[config.mk]
export PLATFORM = sky130hd
export DESIGN_NAME = microseq_controller
export DESIGN_NICKNAME = d
export VERILOG_FILES = /design/src/rtl/microseq_controller.sv
export SDC_FILE = /design/constraint.sdc
export NUM_CORES = 1
export LEC_CHECK = 0
export BUFFER_PORTS_ARGS = -buffer_cell sky130_fd_sc_hd__buf_2
export CAP_MARGIN = 40
export CORE_ASPECT_RATIO = 1.75
export CORE_MARGIN = 2
export CORE_UTILIZATION = 47
export CTS_CLUSTER_SIZE = 24
export DETAILED_ROUTE_END_ITERATION = 7
export PLACE_DENSITY = 0.84
export SLEW_MARGIN = 10
export SYNTH_ARGS = -nofsm -noshare
export SYNTH_HDL_FRONTEND = slang
export SYNTH_SLANG_ARGS = --single-unit
[constraint.sdc]
create_clock -name clk -period 2.1 [get_ports clk]
set_clock_uncertainty 0.1 [all_clocks]
set_input_delay 0.21 -clock clk [delete_from_list [all_inputs] [get_ports clk]]
set_output_delay 0.21 -clock clk [all_outputs]
set_load 0.03 [all_outputs]
[src/rtl/microseq_controller.sv]
// Multi-cycle fetch/decode/execute sequencer driving the tiny16 ALU, memory and register-file strobes.
// Define MICROSEQ_IRQ_EN to add the irq/irq_ack interrupt entry sequence and the interrupt-enable bit.
module microseq_controller #(
  parameter int         DATA_W   = 16,
  parameter logic [2:0] PC_SEL   = 3'd0,
  parameter int         WAIT_MAX = 15
`ifdef MICROSEQ_IRQ_EN
  , parameter logic [15:0] IRQ_VECTOR = 16'h0010
`endif
) (
  input  logic              clk,
  input  logic              rst,
  input  logic [DATA_W-1:0] in,
  input  logic [3:0]        flags,
  input  logic              mem_ready,
`ifdef MICROSEQ_IRQ_EN
  input  logic              irq,
  output logic              irq_ack,
`endif
  output logic [3:0]        alu_opcode,
  output logic              alu_out_en,
  output logic              alu_ar_flag,
  output logic              mem_addr_en,
  output logic              mem_in_en,
  output logic              mem_out_en,
  output logic [2:0]        reg_src_sel,
  output logic [2:0]        reg_dst_sel,
  output logic              reg_in_en,
  output logic              reg_out_en,
  output logic              reg_pc_inc,
  output logic [DATA_W-1:0] out,
  output logic              out_en,
  output logic              halted,
  output logic              fault
);
  localparam int OFF_W = DATA_W - 12;
  localparam int CNT_W = (WAIT_MAX > 1) ? $clog2(WAIT_MAX) : 1;

  localparam logic [3:0] OP_SYS = 4'd0;
  localparam logic [3:0] OP_LD  = 4'd1;
  localparam logic [3:0] OP_ST  = 4'd2;
  localparam logic [3:0] OP_SHR = 4'd11;
  localparam logic [3:0] OP_JMP = 4'd12;
  localparam logic [3:0] OP_JSR = 4'd13;
  localparam logic [3:0] OP_CMP = 4'd14;
  localparam logic [3:0] OP_BR  = 4'd15;

  typedef enum logic [3:0] {
    FETCH_A, FETCH_D, DECODE, EX1, EX2, IRQ1, IRQ2, HALT, FAULT
  } step_t;

  step_t             step_reg;
  logic [DATA_W-1:0] ir_reg;
  logic [3:0]        flags_reg;
  logic [CNT_W-1:0]  wait_cnt_reg;
`ifdef MICROSEQ_IRQ_EN
  logic              ie_reg;
`endif

  logic [3:0]        op;
  logic              imm;
  logic [2:0]        dst;
  logic              ind;
  logic [2:0]        src;
  logic [OFF_W-1:0]  off;
  logic [DATA_W-1:0] off_zx;
  logic [DATA_W-1:0] off_sx;

  assign op     = ir_reg[DATA_W-1 -: 4];
  assign imm    = ir_reg[DATA_W-5];
  assign dst    = ir_reg[DATA_W-6 -: 3];
  assign ind    = ir_reg[DATA_W-9];
  assign src    = ir_reg[DATA_W-10 -: 3];
  assign off    = ir_reg[OFF_W-1:0];
  assign off_zx = DATA_W'(off);
  assign off_sx = DATA_W'(signed'(off));

  logic is_alu, two_step, mem_op, mem_wait, wait_limit, br_taken, do_jump;

  assign is_alu     = (op >= 4'd3) && (op <= 4'd11);
  assign mem_op     = (op == OP_LD) || (op == OP_ST);
  assign two_step   = is_alu || (op == OP_CMP) || (op == OP_ST) || (op == OP_JSR) ||
                      ((op == OP_LD) && !imm);
  assign mem_wait   = (step_reg == FETCH_D) || ((step_reg == EX2) && mem_op);
  // Fault on the edge that would take the count to WAIT_MAX; mem_ready on that edge still wins.
  assign wait_limit = (WAIT_MAX > 0) && ((int'(wait_cnt_reg) + 1) >= WAIT_MAX);

  always_comb begin
    case (dst)
      3'd0:    br_taken = 1'b1;
      3'd1:    br_taken = flags_reg[0];
      3'd2:    br_taken = !flags_reg[0];
      3'd3:    br_taken = flags_reg[1];
      3'd4:    br_taken = !flags_reg[1];
      3'd5:    br_taken = flags_reg[2];
      3'd6:    br_taken = !flags_reg[2];
      default: br_taken = flags_reg[3];
    endcase
  end

  always_ff @(posedge clk or negedge rst) begin
    if (!rst) begin
      step_reg     <= FETCH_A;
      ir_reg       <= '0;
      flags_reg    <= '0;
      wait_cnt_reg <= '0;
`ifdef MICROSEQ_IRQ_EN
      ie_reg       <= 1'b0;
`endif
    end else begin
      if (mem_wait) begin
        if (mem_ready || wait_limit) wait_cnt_reg <= '0;
        else                         wait_cnt_reg <= wait_cnt_reg + CNT_W'(1);
      end
      case (step_reg)
`ifdef MICROSEQ_IRQ_EN
        FETCH_A: step_reg <= (irq && ie_reg) ? IRQ1 : FETCH_D;
        IRQ1:    step_reg <= IRQ2;
        IRQ2: begin
          step_reg <= FETCH_A;
          ie_reg   <= 1'b0;
        end
`else
        FETCH_A: step_reg <= FETCH_D;
`endif
        FETCH_D: begin
          if (mem_ready) begin
            ir_reg    <= in;
            flags_reg <= flags;
            step_reg  <= DECODE;
          end else if (wait_limit) begin
            step_reg  <= FAULT;
          end
        end
        DECODE: step_reg <= EX1;
        EX1: begin
          if (two_step)                                    step_reg <= EX2;
          else if ((op == OP_SYS) && (off == OFF_W'(1)))   step_reg <= HALT;
          else                                             step_reg <= FETCH_A;
`ifdef MICROSEQ_IRQ_EN
          if ((op == OP_SYS) && (off == OFF_W'(2))) ie_reg <= 1'b1;
          if ((op == OP_SYS) && (off == OFF_W'(3))) ie_reg <= 1'b0;
`endif
        end
        EX2: begin
          if (!mem_op || mem_ready) step_reg <= FETCH_A;
          else if (wait_limit)      step_reg <= FAULT;
        end
        HALT, FAULT: step_reg <= step_reg;
        default:     step_reg <= FETCH_A;
      endcase
    end
  end

  // Strobes decode only registered state; all held low while reset is asserted.
  always_comb begin
    alu_opcode  = '0;
    alu_out_en  = 1'b0;
    alu_ar_flag = 1'b0;
    mem_addr_en = 1'b0;
    mem_in_en   = 1'b0;
    mem_out_en  = 1'b0;
    reg_src_sel = '0;
    reg_dst_sel = '0;
    reg_in_en   = 1'b0;
    reg_out_en  = 1'b0;
    reg_pc_inc  = 1'b0;
    out         = '0;
    out_en      = 1'b0;
    halted      = 1'b0;
    fault       = 1'b0;
    do_jump     = 1'b0;
`ifdef MICROSEQ_IRQ_EN
    irq_ack     = 1'b0;
`endif
    if (rst) begin
      case (step_reg)
        FETCH_A: begin
          reg_dst_sel = PC_SEL;
          reg_out_en  = 1'b1;
          mem_addr_en = 1'b1;
        end
        FETCH_D: mem_out_en = 1'b1;
        DECODE:  reg_pc_inc = 1'b1;
        EX1: begin
          case (op)
            OP_SYS: ;
            OP_LD: begin
              if (imm) begin
                out_en      = 1'b1;
                out         = off_zx;
                reg_dst_sel = dst;
                reg_in_en   = 1'b1;
              end else begin
                reg_src_sel = src;
                reg_out_en  = 1'b1;
                mem_addr_en = 1'b1;
              end
            end
            OP_ST: begin
              reg_src_sel = dst;
              reg_out_en  = 1'b1;
              mem_addr_en = 1'b1;
            end
            OP_JMP: do_jump = 1'b1;
            OP_JSR: begin
              reg_src_sel = PC_SEL;
              reg_out_en  = 1'b1;
              reg_dst_sel = dst;
              reg_in_en   = 1'b1;
            end
            OP_BR: begin
              if (br_taken) begin
                out_en      = 1'b1;
                out         = off_sx;
                reg_dst_sel = PC_SEL;
                reg_in_en   = 1'b1;
              end
            end
            default: begin
              alu_opcode  = op;
              reg_src_sel = src;
              reg_dst_sel = dst;
              alu_ar_flag = (op == OP_SHR) && ind;
              if (imm) begin
                out_en = 1'b1;
                out    = off_zx;
              end else begin
                reg_out_en = 1'b1;
              end
            end
          endcase
        end
        EX2: begin
          case (op)
            OP_LD: begin
              mem_out_en  = 1'b1;
              reg_dst_sel = dst;
              reg_in_en   = 1'b1;
            end
            OP_ST: begin
              reg_src_sel = src;
              reg_out_en  = 1'b1;
              mem_in_en   = 1'b1;
            end
            OP_JSR: do_jump = 1'b1;
            OP_CMP: begin
              alu_opcode  = op;
              reg_dst_sel = dst;
            end
            default: begin
              alu_opcode  = op;
              alu_out_en  = 1'b1;
              reg_dst_sel = dst;
              reg_in_en   = 1'b1;
              alu_ar_flag = (op == OP_SHR) && ind;
            end
          endcase
        end
`ifdef MICROSEQ_IRQ_EN
        IRQ1: begin
          reg_src_sel = PC_SEL;
          reg_out_en  = 1'b1;
          reg_dst_sel = 3'd7;
          reg_in_en   = 1'b1;
        end
        IRQ2: begin
          out         = DATA_W'(IRQ_VECTOR);
          out_en      = 1'b1;
          reg_dst_sel = PC_SEL;
          reg_in_en   = 1'b1;
          irq_ack     = 1'b1;
        end
`endif
        HALT:    halted = 1'b1;
        FAULT:   fault  = 1'b1;
        default: ;
      endcase
      if (do_jump) begin
        reg_dst_sel = PC_SEL;
        reg_in_en   = 1'b1;
        if (imm) begin
          out_en = 1'b1;
          out    = off_zx;
        end else begin
          reg_src_sel = src;
          reg_out_en  = 1'b1;
        end
      end
    end
  end
endmodule

# ---- After elaboration in Yosys (flattened, before gate mapping)
# Cells that the tools add are included.
dict set report op_classes {
  eq_ne 20
  n_reduce_logical 32
  mux 76
  add_sub_neg 2
  magnitude_cmp 3
}
# cell n
set ops {}
lappend ops {{16-bit two-way mux} 5}
lappend ops {{1-bit two-way mux} 34}
lappend ops {{3-bit two-way mux} 11}
lappend ops {{4-bit two-way mux} 8}
lappend ops {{16-bit case mux with 2 select lines} 1}
lappend ops {{4-bit == test (second input constant)} 6}
lappend ops {{4-bit case mux with 6 select lines} 1}
lappend ops {{3-bit case mux with 2 select lines} 3}
lappend ops {{1-bit case mux with 2 select lines} 8}
lappend ops {{4-bit OR reduction} 4}
lappend ops {{4-bit by 1-bit == test with 1-bit output (second input constant)} 3}
lappend ops {{4-bit by 2-bit == test with 1-bit output (second input constant)} 3}
lappend ops {{3-bit == test (second input constant)} 3}
lappend ops {{3-bit case mux with 3 select lines} 1}
lappend ops {{3-bit OR reduction} 3}
lappend ops {{4-bit by 3-bit == test with 1-bit output (second input constant)} 2}
lappend ops {{4-bit zero test} 2}
lappend ops {{1-bit logical OR} 8}
lappend ops {{4-bit case mux with 2 select lines} 1}
lappend ops {{1-bit case mux with 7 select lines} 1}
lappend ops {{3-bit by 2-bit == test with 1-bit output (second input constant)} 2}
lappend ops {{1-bit case mux with 3 select lines} 2}
lappend ops {{6-bit OR reduction} 1}
lappend ops {{4-bit by 1-bit adder with 5-bit output (second input constant)} 1}
lappend ops {{other kinds (10)} 19}
dict set report totals {
  register_bits 28
  wordCells 137
  input_bits 23
  output_inout_bits 37
}

# ---- Logic depth before layout (Yosys ltp)
# Gate-level depths: netlist of the first run.
dict set report depth {
  word_depth 8
  depth_mapped 7
  mapped_depth_nobuf 7
}

# ---- Least setup slack after synthesis of the first run
# Ideal clock, no wire load.
dict set report synth_timing {
  path_type {flip-flop to output port}
  start {register step_reg[2]}
  end {output out[10]}
  stages_incl_launch_ff 8
  arrival_ns 2.208
  path_slack_ns -0.418
  t_required_ns 1.790
  path_buffers 2
  cell_sequence {dfrtp_1 buf_2 nor2_1 nand3_1 nor3_1 nand3_1 nor2_1 buf_4}
}
dict set report synth_between {
  elab_chain_len 5
  elab_cells_between_ends 8
  classes_between {eq/ne (2); mux (6)}
}
# element line_no
set synth_rtl {}
lappend synth_rtl {{start: declaration} 52} ;# step_t step_reg;
lappend synth_rtl {{start signal: assignment} 149} ;# HALT, FAULT: step_reg <= step_reg;
lappend synth_rtl {{4-bit by 3-bit == test with 1-bit output or 4-bit by 2-bit == test with 1-bit output (tied branches)} 177} ;# case (step_reg)
lappend synth_rtl {{1-bit case mux with 2 select lines or 16-bit two-way mux (tied branches)} 177}
lappend synth_rtl {{1-bit two-way mux or 16-bit two-way mux (tied branches)} {176, 282}}
lappend synth_rtl {{16-bit two-way mux (*)} 279} ;# if (do_jump) begin
lappend synth_rtl {{16-bit two-way mux (*)} 176} ;# if (rst) begin
lappend synth_rtl {{end: declaration} 31} ;# output logic [DATA_W-1:0] out,
# Every way passes the cells marked *; elsewhere a longest branch is shown, timed or not. The select of a mux whose other input is x is not followed.

# ---- Worst setup path after layout of the first run
dict set report layout_timing {
  start {register step_reg[2]}
  end {output reg_src_sel[0]}
}
dict set report layout_between {
  elab_chain_len 5
  elab_cells_between_ends 8
  classes_between {eq/ne (2); mux (6)}
}
# element line_no
set layout_rtl {}
lappend layout_rtl {{4-bit by 3-bit == test with 1-bit output or 4-bit by 2-bit == test with 1-bit output (tied branches)} 177}
lappend layout_rtl {{3-bit case mux with 2 select lines or 1-bit case mux with 2 select lines (tied branches)} 177}
lappend layout_rtl {{3-bit two-way mux or 1-bit two-way mux (tied branches)} {282, 176}}
lappend layout_rtl {{3-bit two-way mux (*)} 279}
lappend layout_rtl {{3-bit two-way mux (*)} 176}
lappend layout_rtl {{end: declaration} 26} ;# output logic [2:0] reg_src_sel,
# Marked as above.

==> results by group, run 1 <==
Run status
  – Status: finished with violations
  – Failing checks: setup timing

Clock network
  – Clock buffer depth: 2
  – Worst-path clk slew: 0.10 ns
  – Clock Tree Root: clkbuf_8
  – CTS H-tree depth: 1
  – CTS buffer count: 3
  – Clock sink total: 28
  – CTS tree: built
  – Clock Latency Late Sink: 0.28 ns

Layout
  – Layout area overhead: 46.36%
  – Ant diodes: 0
  – Largest register FFs: 16
  – Fin nets: 349
  – Share of layout cells above drive strength 1: roughly half

Global route
  – Initial antenna violation count: 0
  – Largest net degree at the start of global routing: 24
  – All-layer global routing usage: between 20% and 30%
  – First-pass GRT wire length: 10070 microns
  – Number of global-route vias before repair: 2107
  – Total gr overflow: 0

Drt
  – Drt first pass iters: 4
  – Routed WL: 6987 microns
  – Post-DRT Antenna Nets: 0
  – Vias per cell: 6.040
  – Wire length per cell: 18.78 microns
  – Number of DRC markers in iteration 0: 123
  – Vias: 2247
  – Residual DRC: 0

Place
  – HPWL Detailed: approximately 4200 microns
  – Placer Congestion: ~0.93
  – Port Buf Inserts: 59
  – Setup WS pre-CTS: 0.01168 ns

Yosys
  – Most used DFF post-synth: dfrtp_1
  – Seq cells post-synth: 28
  – Average size of a mapped cell: between 8 and 9 sq um
  – Largest area contributor in the netlist: dfrtp_1
  – Syn Inst Count: 235
  – Cell area after synthesis: 0.002043 sq mm
  – Yosys cell types: 50
  – EDFF count, synth: 0
  – Share of the synthesized area in the top cell type: around 34%
  – Mapped Nets: 260
  – Synth Warn #: 0
  – Synth async-reset ratio: 100.0%
  – Top post-synthesis cells by count: dfrtp_1 (28), nor2_1 (28), nand2_1 (18)
  – Seq/Total Area, Yosys: 34.29%
  – Ranking of synthesized cells by area: dfrtp_1 (34%), mux2_1 (7.7%), buf_4 (5.9%)

Timing
  – RSZ-0062 raised after global routing: true
  – Max Freq: 409.0 MHz
  – Fin crit period: 2.445 ns
  – Final worst-path cycle share: 116.4%
  – Slew @ Worst Pin: 0.4327 ns
  – Final Hold Viols: 0
  – Worst Hold Slack: 0.04078 ns
  – Final setup fails: 30
  – Slew Viols, Final: 0
  – Slew headroom: 70.89%
  – Setup ws final: -0.3450 ns

Critical path
  – CP Max Fanout: 6
  – Ordered list of cells on the worst path: nand4bb_1 -> a211o_1 -> o32ai_4 -> o21ai_1 -> a21oi_1 -> buf_4
  – Crit path capture type: primary output
  – WS Path Type: register to primary output
  – Critical Path RT: 1.79 ns
  – Critical Path Max Stage Delay: 0.47 ns
  – CP Launch Type: register
  – Crit-path slowest cell: dfrtp_2
  – Crit path DAT: 2.13 ns

Floorplanning
  – Total Die Area: 0.004911 sq mm
  – Top Ports: 60
  – Row count: 31
  – Initial Utilization: about half
  – Core box area: 0.004150 sq mm
  – Die X: 53.84 microns
  – Die Y: slightly above 90 microns

Job
  – Max-Cap Viols: 0

Power
  – Pwr per Cell Area: 1484 mW/mm^2
  – Leakage power figure: ~1.4 nW
  – Max IR drop VDD: 0.001035 V

Worst hold path
  – Hold crit path type: input port to register
## power breakdown
group          internal (mW)  switching (mW)  leakage, nW  total [mW]
clock                  0.255           0.173       0.0357       0.428
combinational           1.37            1.50         1.00        2.87
sequential             0.811           0.329        0.335        1.14
## cells by family after synthesis
kind of cell               share of synthesized area, %
and+or+nand+nor                                   26.09
AOI/OAI and AO/OA                                 17.70
buffers and inverters                             9.431
DFF                                               34.29
muxes                                             10.41
xor gates and xnor gates                         0.8575
adders and majority gates                         1.225
## metrics by stage
step	TNS, ns	instances	instance area, sq um	total power [mW]	util (%)
floorplan	0	235	2057	2.507	-
global route	-9.120	372	2990	4.671	72.05
CTS	-2.733	363	2843	4.053	68.50
finish	-6.294	372	2990	4.438	72.05
global placement	0	349	2497	3.191	60.17
detailed placement	0	349	2497	3.250	60.17
## area by class of cell
type	count	area, sq um
inverters	9	33.78
repair buffers	106	797.0
clock buffers	3	41.29
flip-flops and latches	28	708.2
clock inverters	1	30.03
well taps	49	61.31
fillers	283	1160
multi-input cells	176	1319
## cells in the final DEF, fill, tap and decap left out, drive strengths merged, types with 3 or more instances in the layout
master  synthesis  layout
clkbuf          2       4
nor3            7       7
dfrtp          28      28
a31oi           5       5
mux2           18      18
o22ai           3       3
nand2          19      19
a21oi          11      11
nand3b          3       3
nor2           28      29
nor4            3       3
o211ai          3       3
o21ai          18      18
buf            21     104
and2            9       9
nor2b           6       6
nand3          10      10
inv             9       9
## final timing paths
kind                                    from        endpoint  slack (ns)  depth (start not counted)
min in group asynchronous                rst      ir_reg[12]        0.20                          2
worst min-delay path                   in[1]       ir_reg[1]        0.04                          2
worst max register to register    ir_reg[12]     step_reg[0]        0.19                          6
max in group asynchronous                rst     step_reg[2]        1.19                          3
worst max-delay path             step_reg[2]  reg_src_sel[0]       -0.34                          6
worst min register to register  flags_reg[3]    flags_reg[3]        0.41                          1
## critical path, delay by kind of cell, from the launching register on
family	cells	cell delay (ns)
compound gates	4	1.00
simple gates	1	0.21
buf+inv	1	0.19
flops	1	0.47
## metal layers
layer | share of wire (%) | global-route usage, %
met5 | 0 | 0
met4 | 4.4 | 13.68
met3 | 5.2 | 2.303
met2 | 55 | 47.97
met1 | 35 | 32.01
## repair_timing
| action | 4_1_cts | 5_1_grt |
|---|---|---|
| pin swaps | 11 | 6 |
| endpoints found under the setup margin | 31 | 34 |
| hold buffers | 1 | 0 |
| buffers inserted | 8 | 9 |
| gates resized for setup | 57 | 27 |
| hold endpoints to repair | 28 | 0 |
| cloned | 1 | 0 |
(Power assumes the default switching activity.)
==> inputs of run 2 (changes only) <==
--- a/config.mk
+++ b/config.mk
@@ -5,6 +5,7 @@
 export SDC_FILE = /design/constraint.sdc
 export NUM_CORES = 1
 export LEC_CHECK = 0
+export ABC_AREA = 1
 export BUFFER_PORTS_ARGS = -buffer_cell sky130_fd_sc_hd__buf_2
 export CAP_MARGIN = 40
 export CORE_ASPECT_RATIO = 1.75
==> run 2 against run 1 <==
Effect of this change:
- the flow still finishes with violations (setup timing)
- final area grew 3.1%
- register-to-register slack better by 0.08 ns
- first-iteration DRC count rose by 14%
- worst hold slack better by 0.012 ns
- core utilization up 2.9 points
- sequential power fell by 5%
- global-route usage shrank 1.4 points
- non-clock buffer count shrank 10
- flip-flop and latch count did not move
- synthesized area down 2.9%
- critical path type unchanged
- largest cell class unchanged
==> results by group, run 2 <==
Floorplanning
  – Die X: 53.11 microns
  – Total Die Area: approximately 0.0048 sq mm
  – Core box area: between 0.004 and 0.005 sq mm
  – Initial Utilization: 48.23%
  – Row count: 31
  – Top Ports: 60
  – Die Y: about 90 microns

Clock network
  – Clock Tree Root: clkbuf_8
  – Clock buffer depth: 2
  – CTS H-tree depth: 1
  – CTS tree: built
  – Clock Latency Late Sink: 0.28 ns
  – CTS buffer count: 3
  – Worst-path clk slew: 0.10 ns
  – Clock sink total: 28

Yosys
  – Top-count cell post-synth: nand2_1
  – Share of the synthesized area in the top cell type: 35.33%
  – Yosys cell types: 36
  – Cell area after synthesis: 0.001983 sq mm
  – Most used DFF post-synth: dfrtp_1
  – Top post-synthesis cells by count: nand2_1 (50), nor2_1 (38), nand3_1 (33)
  – Seq/Total Area, Yosys: about a third
  – Largest area contributor in the netlist: dfrtp_1
  – Seq cells post-synth: 28
  – Syn Inst Count: 271
  – Synth Warn #: 0
  – EDFF count, synth: 0
  – Synth async-reset ratio: 100.0%
  – Mapped Nets: between 200 and 300
  – Ranking of synthesized cells by area: dfrtp_1 (35%), nand2_1 (9.5%), nand3_1 (8.3%)
  – Average size of a mapped cell: 7.318 sq um

Critical path
  – CP endpoint: reg_in_en
  – R2R setup slack: 0.27 ns
  – Crit path DAT: 1.99 ns
  – Reg2Reg Launch Point: ir_reg[15]
  – CP Max Fanout: 7
  – Crit-path leading delay family: simple AND/OR/NAND/NOR gates
  – Beginning of the critical path: ir_reg[15]
  – Stages on worst setup path: 9
  – Critical Path Max Stage Delay: 0.48 ns
  – Ordered list of cells on the worst path: nor2_4 -> inv_2 -> nor2_4 -> buf_6 -> nand2_1 -> nand3_1 -> nand2_1 -> a21oi_2 -> buf_6
  – Worst r2r dst: wait_cnt_reg[0]
  – Crit-path slowest cell: dfrtp_2
  – CP Launch Type: register
  – WS Path Type: register to primary output
  – Crit path capture type: primary output
  – Reg2reg path depth: 9
  – Worst path bufs/invs: 3
  – Critical Path RT: 1.79 ns

Drt
  – Wire length per cell: 17.50 microns
  – Vias per cell: slightly below 6
  – Post-DRT Antenna Nets: 0
  – Residual DRC: 0
  – Vias: 2333
  – Drt first pass iters: 5
  – Routed WL: 7054 microns
  – Number of DRC markers in iteration 0: 140

Job
  – Max-Cap Viols: 0

Global route
  – First-pass GRT wire length: 9604 microns
  – Largest net degree at the start of global routing: 33
  – Number of global-route vias before repair: about 2200
  – Initial antenna violation count: 0
  – Total gr overflow: 0
  – All-layer global routing usage: a little over a quarter

Timing
  – RSZ-0062 raised after global routing: true
  – Final worst-path cycle share: 109.5%
  – Slew @ Worst Pin: ~0.49 ns
  – Slew Viols, Final: 0
  – Fin crit period: between 2 and 2.5 ns
  – Final setup fails: 30
  – Setup TNS: -4.046 ns
  – Slew headroom: between 60% and 70%
  – Final Hold Viols: 0
  – Max Freq: ~430 MHz
  – Worst Hold Slack: roughly 0.053 ns
  – Setup ws final: -0.1995 ns

Layout
  – Ant diodes: 0
  – Layout area overhead: 55.39%
  – Most frequent cells in the layout: buf_4 (37), nand2_1 (33), nor2_1 (28), buf_2 (28), buf_6 (28)
  – Commonest non-fill, non-tap cell in the layout: buf_4
  – Largest register FFs: 16
  – Share of layout cells above drive strength 1: 51.69%
  – Fin nets: between 300 and 400
  – Final Instance Area: ~0.0031 sq mm

Power
  – Leakage power figure: between 1.5 and 2 nW
  – Tot Pwr: between 4 and 5 mW
  – Max IR drop VDD: 0.001291 V
  – Pwr per Cell Area: 1329 mW/mm^2

Place
  – Post-placement cell area: 0.002325 sq mm
  – HPWL Detailed: approximately 4000 microns
  – Port Buf Inserts: 59
  – Placer Congestion: 0.9092

Worst hold path
  – Hold depth: 2
  – Hold crit path type: input port to register

Run status
  – Status: finished with violations
  – Failing checks: setup timing
-- run 2: worst register-to-register path: stages, from the launching register on --
cell and delay (ns):
dfrtp_2 0.48, nor2_4 0.19, inv_2 0.09, nor2_4 0.17, inv_2 0.11, nand2_1 0.09
a21oi_2 0.11, nor2_4 0.17, nand2_1 0.11, o21ai_1 0.14
-- run 2: how the worst min path moves through the flow --
stage / start / end / slack [ns]
after floorplan: rst / flags_reg[0] / -0.19
after global placement: rst / step_reg[2] / -0.03
after detailed placement: rst / step_reg[3] / -0.02
after CTS: in[15] / ir_reg[15] / 0.05
after global routing: flags[2] / flags_reg[2] / 0.05
final: in[15] / ir_reg[15] / 0.05
-- run 2: per-stage QoR --
step / std cells / setup WS (ns) / util, %
after floorplan: 271 / -0.06274 / -
after global placement: 369 / 0.1202 / 56.54
after detailed placement: 369 / 0.07775 / 56.54
after CTS: 392 / -0.06127 / 67.99
after global routing: 403 / -0.2677 / 74.95
final: 403 / -0.1995 / 74.95
-- run 2: kinds of logic after synthesis --
| group | synth area share [%] |
|---|---|
| buf+inv | 12.62 |
| xor+xnor | 0.8834 |
| simple gates | 35.14 |
| compound gates | 8.517 |
| flops | 35.33 |
| mux | 6.246 |
| fa+ha+maj | 1.262 |
-- run 2: per-layer routing --
metal / share of wire [%] / track usage [%]
met1: 34 / 28.20
met2: 54 / 46.04
met3: 6.4 / 2.326
met4: 6.2 / 16.88
met5: 0 / 0
-- run 2: cell type report --
class	instances	area [sq um]
tap	49	61.31
multi-input combinational	192	1325
clock inverter	1	30.03
inverter	34	132.6
timing repair buffer	96	783.3
fill	277	1030
sequential	28	708.2
clock buffer	3	41.29
-- run 2: power by group --
group	internal [mW]	switching [mW]	total, mW	leakage (nW)
clock	0.255	0.176	0.431	0.0357
sequential	0.785	0.292	1.08	0.324
combinational	1.06	1.53	2.59	1.22
total	2.10	1.99	4.10	1.58
-- run 2: repair_timing --
item	CTS	global route
setup endpoints to repair	32	33
pin swaps	12	26
setup buffers	18	11
hold endpoints to repair	28	0
hold buffers	1	0
resized for setup	80	62
